<file path="config.mk">
export PLATFORM = sky130hd
export DESIGN_NAME = clkdiv_ctrl
export DESIGN_NICKNAME = d
export VERILOG_FILES = /design/src/rtl/clkdiv_ctrl.sv
export SDC_FILE = /design/constraint.sdc
export NUM_CORES = 1
export LEC_CHECK = 0
export CAP_MARGIN = 10
export CORE_MARGIN = 10
export CORE_UTILIZATION = 63
export CTS_CLUSTER_SIZE = 24
export DETAILED_ROUTE_END_ITERATION = 8
export MAX_ROUTING_LAYER = met4
export PLACE_DENSITY = 0.84
export SKIP_CTS_REPAIR_TIMING = 1
export SLEW_MARGIN = 25
export SYNTH_ARGS = -nofsm -noshare
export SYNTH_HDL_FRONTEND = slang
export SYNTH_SLANG_ARGS = --single-unit
</file>
<file path="constraint.sdc">
create_clock -name clk -period 11.4 [get_ports clk]
set_input_delay 2.28 -clock clk [delete_from_list [all_inputs] [get_ports clk]]
set_output_delay 2.28 -clock clk [all_outputs]
set_load 0.1 [all_outputs]
</file>
<file path="src/rtl/clkdiv_ctrl.sv">
// clkdiv_ctrl: glitch-free programmable clock divider with req/ack ratio updates.
// Odd ratios are accepted only when CLKDIV_ODD_EN is defined.
module clkdiv_ctrl #(
    parameter int DIV_W   = 8,
    parameter int DEF_DIV = 4
) (
    input  logic             clk,
    input  logic             rstn,
    input  logic             en,
    input  logic             div_req,
    input  logic [DIV_W-1:0] div_val,
    output logic             div_ack,
    output logic             div_err,
    output logic             out_clk,
    output logic             tick,
    output logic             busy
);

    typedef enum logic [1:0] {
        IDLE = 2'd0,
        RUN  = 2'd1,
        STOP = 2'd2
    } state_t;

    localparam logic [DIV_W-1:0] DEF_R = DIV_W'(DEF_DIV);
    localparam logic [DIV_W-1:0] MIN_R = DIV_W'(2);

    state_t           state;
    state_t           state_n;
    logic [DIV_W-1:0] ratio;
    logic [DIV_W-1:0] ratio_n;
    logic [DIV_W-1:0] cnt;
    logic [DIV_W-1:0] cnt_n;
    logic [DIV_W-1:0] pval;
    logic [DIV_W-1:0] pval_n;
    logic [DIV_W-1:0] low_len;
    logic             pend;
    logic             pend_n;
    logic             ack_n;
    logic             err_n;
    logic             boundary;
    logic             legal;
    logic             run_n;
    logic             out_n;
    logic             tick_n;

    // Last cycle of an output period: the only point where a running
    // ratio may change or the output may go idle.
    assign boundary = (state != IDLE) && (cnt == ratio - 1'b1);

`ifdef CLKDIV_ODD_EN
    assign legal = (pval >= MIN_R);
`else
    assign legal = (pval >= MIN_R) && !pval[0];
`endif

    // Period counter and run/stop sequencing.
    always_comb begin
        state_n = state;
        cnt_n   = cnt;
        unique case (state)
            IDLE: begin
                if (en) begin
                    state_n = RUN;
                    cnt_n   = '0;
                end
            end
            RUN: begin
                cnt_n = boundary ? '0 : cnt + 1'b1;
                if (!en) begin
                    state_n = STOP;
                end
            end
            STOP: begin
                cnt_n = boundary ? '0 : cnt + 1'b1;
                if (en) begin
                    state_n = RUN;
                end else if (boundary) begin
                    state_n = IDLE;
                end
            end
            default: begin
                state_n = IDLE;
                cnt_n   = '0;
            end
        endcase
    end

    // One-deep pending ratio: capture, then retire with error or apply.
    always_comb begin
        ratio_n = ratio;
        pend_n  = pend;
        pval_n  = pval;
        ack_n   = 1'b0;
        err_n   = 1'b0;
        if (pend) begin
            if (!legal) begin
                ack_n  = 1'b1;
                err_n  = 1'b1;
                pend_n = 1'b0;
            end else if (state == IDLE || boundary) begin
                ratio_n = pval;
                ack_n   = 1'b1;
                pend_n  = 1'b0;
            end
        end else if (div_req && !div_ack) begin
            pend_n = 1'b1;
            pval_n = div_val;
        end
    end

    // Outputs are derived from next-state values so they register cleanly.
    always_comb begin
        run_n   = (state_n != IDLE);
        low_len = ratio_n - (ratio_n >> 1);
        out_n   = run_n && (cnt_n >= low_len);
        tick_n  = run_n && (cnt_n == '0);
    end

    // State, ratio, pending buffer and registered outputs.
    always_ff @(posedge clk or negedge rstn) begin
        if (!rstn) begin
            state   <= IDLE;
            ratio   <= DEF_R;
            cnt     <= '0;
            pend    <= 1'b0;
            pval    <= '0;
            div_ack <= 1'b0;
            div_err <= 1'b0;
            out_clk <= 1'b0;
            tick    <= 1'b0;
            busy    <= 1'b0;
        end else begin
            state   <= state_n;
            ratio   <= ratio_n;
            cnt     <= cnt_n;
            pend    <= pend_n;
            pval    <= pval_n;
            div_ack <= ack_n;
            div_err <= err_n;
            out_clk <= out_n;
            tick    <= tick_n;
            busy    <= run_n;
        end
    end

endmodule

</file>
==> out/qor.txt, run 1 <==
Max IR drop VDD: 0.0002303 V
Setup TNS: 0 ns
CTS tree: built
CTS buffer count: 5
Worst-skew pair later-pin latency: 0.33 ns
Slew Viols, Final: 0
Met1 GRT Util: 0.1993
Tcrit/Tclk final: 0.4456
Max-slew headroom: 0.3507
Mux cell area share after synthesis: 0.08306
DRC: 0
Simple-gate share of the synthesized area: 0.1929
Area contributors post-synth: dfrtp_1 (34%), ha_1 (11%), mux2_2 (6.9%), xnor2_1 (3.8%), inv_1 (3.6%)
Synthesized net count: 277
CTS clock-pin slew for the worst setup and hold paths: 0.10 ns
Seq. cell area: 802.0 um^2
Worst Setup Start Kind: register
Overflow after GRT: 0
Nets: 296
Die ar.: 6446 um^2
Core area: 3416 um^2
Die W: 80.29 um
Iteration-0 DRC Markers: 146
Layout cell share with drive strength beyond 1: 0.1217
CTS Buffer Depth: 2
Largest net degree at the start of global routing: 33
Top-count cell post-synth: dfrtp_1
Yosys top cell by area: dfrtp_1
Yosys cell types: 54
Clock root buffer: clkbuf_4
Fillcell total: 235
Syn Area/Cell: 9.423 um^2
Number of global-route vias before repair: 1,783
Main combinational cell family by area after synthesis: simple AND/OR/NAND/NOR gates
Total GRT Usage: 0.1647
Post-synth EDFFs: 0
Starting density of the core: 0.6703
Status: finished, final reports clean
GR met2 Demand/Resource: 0.2616
Element type at the critical path end: register
First-pass GRT wire length: 8.321 mm
Layout area overhead: 12.19%
Pwr dens: 322.8 nW/um^2
Synth warnings: 0
Via count: 1,820
Number of cells produced by synthesis: 243
Max-cap violations: 0
Compound-Gate Fraction of Synth Area: 0.1525
Port buffer count: 16
Design area: 2569 um^2
Vias per inst: 5.890
Fmax: 196.9 MHz
IO Pins: 17
Area of the mapped netlist: 2290 um^2
RSZ-0062 raised after global routing: false
Met3 track demand over resource: 0.03341
Yosys top cell area share: 0.3388
Slew of the pin with the lowest slew margin: 0.9709 ns
Sinks on Clock Net: 32
Area of the multi-input gates: 1383 um^2
Final Wtd Congestion: 0.8787
DP Wirelength: 3.615 mm
H-tree depth: 2
Crit path DAT: 5.31 ns
WP data required: 11.63 ns
Post-route ant nets: 0
Async S/R FF share, synth: 1.000
Final WL: 4.698 mm
ANT cells: 0
Post-Synth XOR/XNOR Area: 0.04973
Hold Vio Cnt, Final: 0
Num rows: 21
Crit path time final: 5.080 ns
Critical setup path kind: register to register
Adder-cell share of the synthesized area: 0.1235
Die Ht: 80.29 um
Finish-stage setup viols: 0
Leak: 1.193 nW
CP Max Fanout: 9
Clk_skew: 0.01336 ns
Initial antenna violation count: 0
Post-synth top flop: dfrtp_1
Synth cell count leaders: dfrtp_1 (31), inv_1 (22), ha_1 (21)
Router iterations before antenna repair: 4
Post-synthesis sequential area ratio: 0.3503
Area post-placement: 2492 um^2
Routed wire per std cell: 15.20 um
Most Used Layer, Global Route: met2
Post-synthesis register bit count: 32
Worst min-delay path category: register to register
critical path, cell delays in order (launching register included):
cell	delay, ns
dfrtp_1	0.44
inv_1	0.08
ha_1	0.17
nor3b_1	0.35
a21oi_1	0.16
nor4b_1	0.40
o211ai_2	0.19
and2b_1	0.21
nand3b_1	0.45
mux2_2	0.45
inv_1	0.11
ha_1	0.23
nor2b_1	0.12
o21ai_0	0.19
a21oi_1	0.11
o21ai_0	0.16
nand2b_1	0.10
a21o_1	0.19
a21oi_1	0.16
xor2_1	0.18
ha_1	0.24
o21ai_0	0.07
a21oi_1	0.06
o21a_1	0.17
registers in the layout (all words and copies together), names as in the netlist, named ones only:
register and count:
busy 1, ratio 7, cnt 8, out_clk 1, pend 1, pval 8
tick 1, state 2, div_ack 1, div_err 1
worst paths after layout:
check,startpoint,end,slack (ns),depth (start not counted)
max,ratio[0],out_clk,6.32,23
min,pval[0],pval[0],0.53,1
max in group asynchronous,rstn,ratio[2],8.73,2
max reg2reg,ratio[0],out_clk,6.32,23
min reg2reg,pval[0],pval[0],0.53,1
min in group asynchronous,rstn,state[1],2.33,2
where the power goes:
group | switching [mW] | leakage [nW] | internal, mW | total (mW)
Clock | 0.0387 | 0.0422 | 0.0460 | 0.0847
Sequential | 0.0531 | 0.402 | 0.159 | 0.212
Combinational | 0.295 | 0.749 | 0.238 | 0.532
final cells by class:
class / instances / share of cell area
multi-input cells: 184 / 0.5382
repair buffers: 17 / 0.06527
flip-flops and latches: 32 / 0.3122
well taps: 46 / 0.02241
clock buffers: 6 / 0.01607
clock inverters: 2 / 0.01364
inverters: 22 / 0.03215
kinds of logic after synthesis:
kind of cell    Yosys count
simple gates             79
compound gates           54
flops                    32
buf+inv                  27
fa+ha+maj                22
mux                      16
xor+xnor                 13
per-layer routing:
layer,part of all wire,routed length [um]
met3,0.049,229
met1,0.46,2140
met2,0.48,2267
met5,0,0
met4,0.013,60
per-stage QoR:
| step | setup slack (ns) | hold WS [ns] | util | std cells | total power, mW |
|---|---|---|---|---|---|
| after CTS | 6.356 | 0.5307 | 0.7520 | 309 | 0.8342 |
| after detailed placement | 6.377 | 0.5048 | 0.7297 | 301 | 0.7470 |
| after global placement | 6.385 | 0.5009 | 0.7282 | 301 | 0.7305 |
| after floorplan | 6.911 | 0.4815 | - | 243 | 0.6375 |
| after global routing | 5.762 | 0.5635 | 0.7520 | 309 | 0.9214 |
| final | 6.320 | 0.5334 | 0.7520 | 309 | 0.8291 |
layout by cell type, fill, tap and decap left out, types with 4 or more instances in the layout:
cell             instances
nor2_1                  20
inv_1                   22
dfrtp_1                 31
a21oi_1                 15
clkdlybuf4s50_1         16
o21ai_0                 12
nand2b_1                 6
mux2_2                  14
ha_1                    21
xnor2_1                 10
a21o_1                   4
nand2_1                 10
nand3_1                  7
nor2b_1                  7
clkbuf_4                 5
Note: power is estimated with default switching activity, not from simulation.
==> inputs of run 2 (changes only) <==
--- a/config.mk
+++ b/config.mk
@@ -7,11 +7,11 @@
 export LEC_CHECK = 0
 export CAP_MARGIN = 10
 export CORE_MARGIN = 10
-export CORE_UTILIZATION = 63
+export CORE_UTILIZATION = 53
 export CTS_CLUSTER_SIZE = 24
 export DETAILED_ROUTE_END_ITERATION = 8
 export MAX_ROUTING_LAYER = met4
-export PLACE_DENSITY = 0.84
+export PLACE_DENSITY = 0.75
 export SKIP_CTS_REPAIR_TIMING = 1
 export SLEW_MARGIN = 25
 export SYNTH_ARGS = -nofsm -noshare
==> constraint.sdc (replaced) <==
create_clock -name clk -period 4.3 [get_ports clk]
set_input_delay 0.86 -clock clk [delete_from_list [all_inputs] [get_ports clk]]
set_output_delay 0.86 -clock clk [all_outputs]
set_load 0.1 [all_outputs]
==> run 2 against run 1 <==
Effect of this change:
- the run now ends with negative setup slack left
- global-route usage is 0.92 points lower
- utilization down 1.2 points
- clock skew decreased by 0.0041 ns
- non-clock buffer count rose by 33
- count of clock-buffer cells in the layout unchanged
- final area is 18% higher
- register-to-register slack lost 6.4 ns
- critical path depth down 4
- critical path type unchanged
==> out/qor.txt, run 2 (synthesis gave the netlist of run 1 again) <==
Status: finished with violations
Failing checks: negative setup slack
Setup WS pre-CTS: -0.2267 ns
Iteration-0 DRC Markers: 267
Tcrit/Tclk final: 1.030
Core area: 4086 um^2
Area post-placement: 2696 um^2
CTS tree: built
Crit path DAT: 4.61 ns
Worst-skew pair later-pin latency: 0.29 ns
Met1 GRT Util: 0.1930
Finish-stage setup viols: 1
Initial antenna violation count: 0
Layout cell share with drive strength beyond 1: 0.3041
Die W: 85.73 um
Routed wire per std cell: 17.64 um
Hold Vio Cnt, Final: 0
Crit path time final: 4.428 ns
Critical setup path kind: register to register
Worst min-delay path category: register to register
Sinks on Clock Net: 32
Slew Viols, Final: 0
Num rows: 23
RSZ-0062 raised after global routing: true
Most Used Layer, Global Route: met2
Post-route ant nets: 0
Worst Setup Start Kind: register
Die Ht: 85.73 um
IO Pins: 17
ANT cells: 0
Final Wtd Congestion: 0.9210
Slew of the pin with the lowest slew margin: 0.9816 ns
Via count: 2,039
Port buffer count: 16
Met3 track demand over resource: 0.02838
GR met2 Demand/Resource: 0.2514
CTS Buffer Depth: 2
Nets: 329
Layout area overhead: 32.02%
Clock root buffer: clkbuf_8
Router iterations before antenna repair: 8
DP Wirelength: 4.163 mm
H-tree depth: 2
Overflow after GRT: 0
Number of global-route vias before repair: 1,918
Design area: 3023 um^2
First-pass GRT wire length: 9.163 mm
Die ar.: 7350 um^2
Max-slew headroom: 0.3435
Element type at the critical path end: register
Clk_skew: 0.009244 ns
Starting density of the core: 0.5603
Top flop regs: cnt: 8 flops, pval: 8 flops, ratio: 7 flops
Largest net degree at the start of global routing: 24
WP data required: 4.48 ns
CTS buffer count: 5
DRC: 0
Final WS setup: -0.1283 ns
Max-cap violations: 0
Vias per inst: 5.893
Most frequent cells in the layout: dfrtp_1 (31), buf_4 (30), nor2_1 (20), inv_1 (17), ha_1 (16)
Final hold slack: 0.5297 ns
Fmax: 225.8 MHz
Most common cell after layout, fill and taps aside: dfrtp_1
CTS clock-pin slew for the worst setup and hold paths: 0.07 ns
CP Max Fanout: 4
Final WL: 6.105 mm
Total GRT Usage: 0.1554
[run 2: changes by cell type in the layout (fill, tap and decap cells not counted), sizes merged]
| cell | delta |
|---|---|
| buf | +34 |
| clkdlybuf4s50 | -1 |
[run 2: critical path: stages, from the launching register on]
cell      delay [ns]
dfrtp_1         0.41
or4_4           0.54
buf_6           0.14
nor4_4          0.24
or3b_4          0.17
o211ai_2        0.08
and2b_1         0.19
nand3b_1        0.26
mux2_4          0.41
buf_6           0.13
fa_2            0.51
inv_1           0.04
ha_1            0.27
a21o_1          0.18
a21o_1          0.20
a21oi_2         0.14
nor2b_1         0.06
o21ai_1         0.11
a21oi_1         0.07
o21a_1          0.16
[run 2: per-stage QoR]
stage | util | setup TNS (ns) | cells
floorplan | - | -0.04142 | 243
global placement | 0.6611 | -0.1663 | 331
detailed placement | 0.6598 | -0.2267 | 331
CTS | 0.6862 | -0.2773 | 339
global route | 0.7397 | -0.2964 | 346
finish | 0.7397 | -0.1283 | 346
[run 2: worst paths after layout]
path                       slack [ns]  cells past startpoint  startpoint        to
min reg2reg                      0.53                      1     pval[0]   pval[0]
max reg2reg                     -0.13                     19    ratio[1]   out_clk
max                             -0.13                     19    ratio[1]   out_clk
min in group asynchronous        0.56                      1        rstn    cnt[0]
min                              0.53                      1     pval[0]   pval[0]
max in group asynchronous        3.12                      2        rstn  ratio[2]
[run 2: layout make-up]
cell class                 instances  area (um^2)
inverter                          22        85.08
clock buffer                       6        72.57
timing repair buffer              50        425.4
clock inverter                     2        35.03
multi-input combinational        184         1540
tap                               50        62.56
sequential                        32        802.0
fill                             288         1064
[run 2: layer usage]
metal	routed length, um	share of wire	up-vias
li1	-	-	965
met1	2624	0.43	988
met2	3044	0.50	77
met3	326	0.053	9
met4	110	0.018	0
met5	0	0	-
Power of run 2 is left out: the tool's default activity adds up to more than one toggle a clock period on the data nets, which glitch-free logic cannot reach.
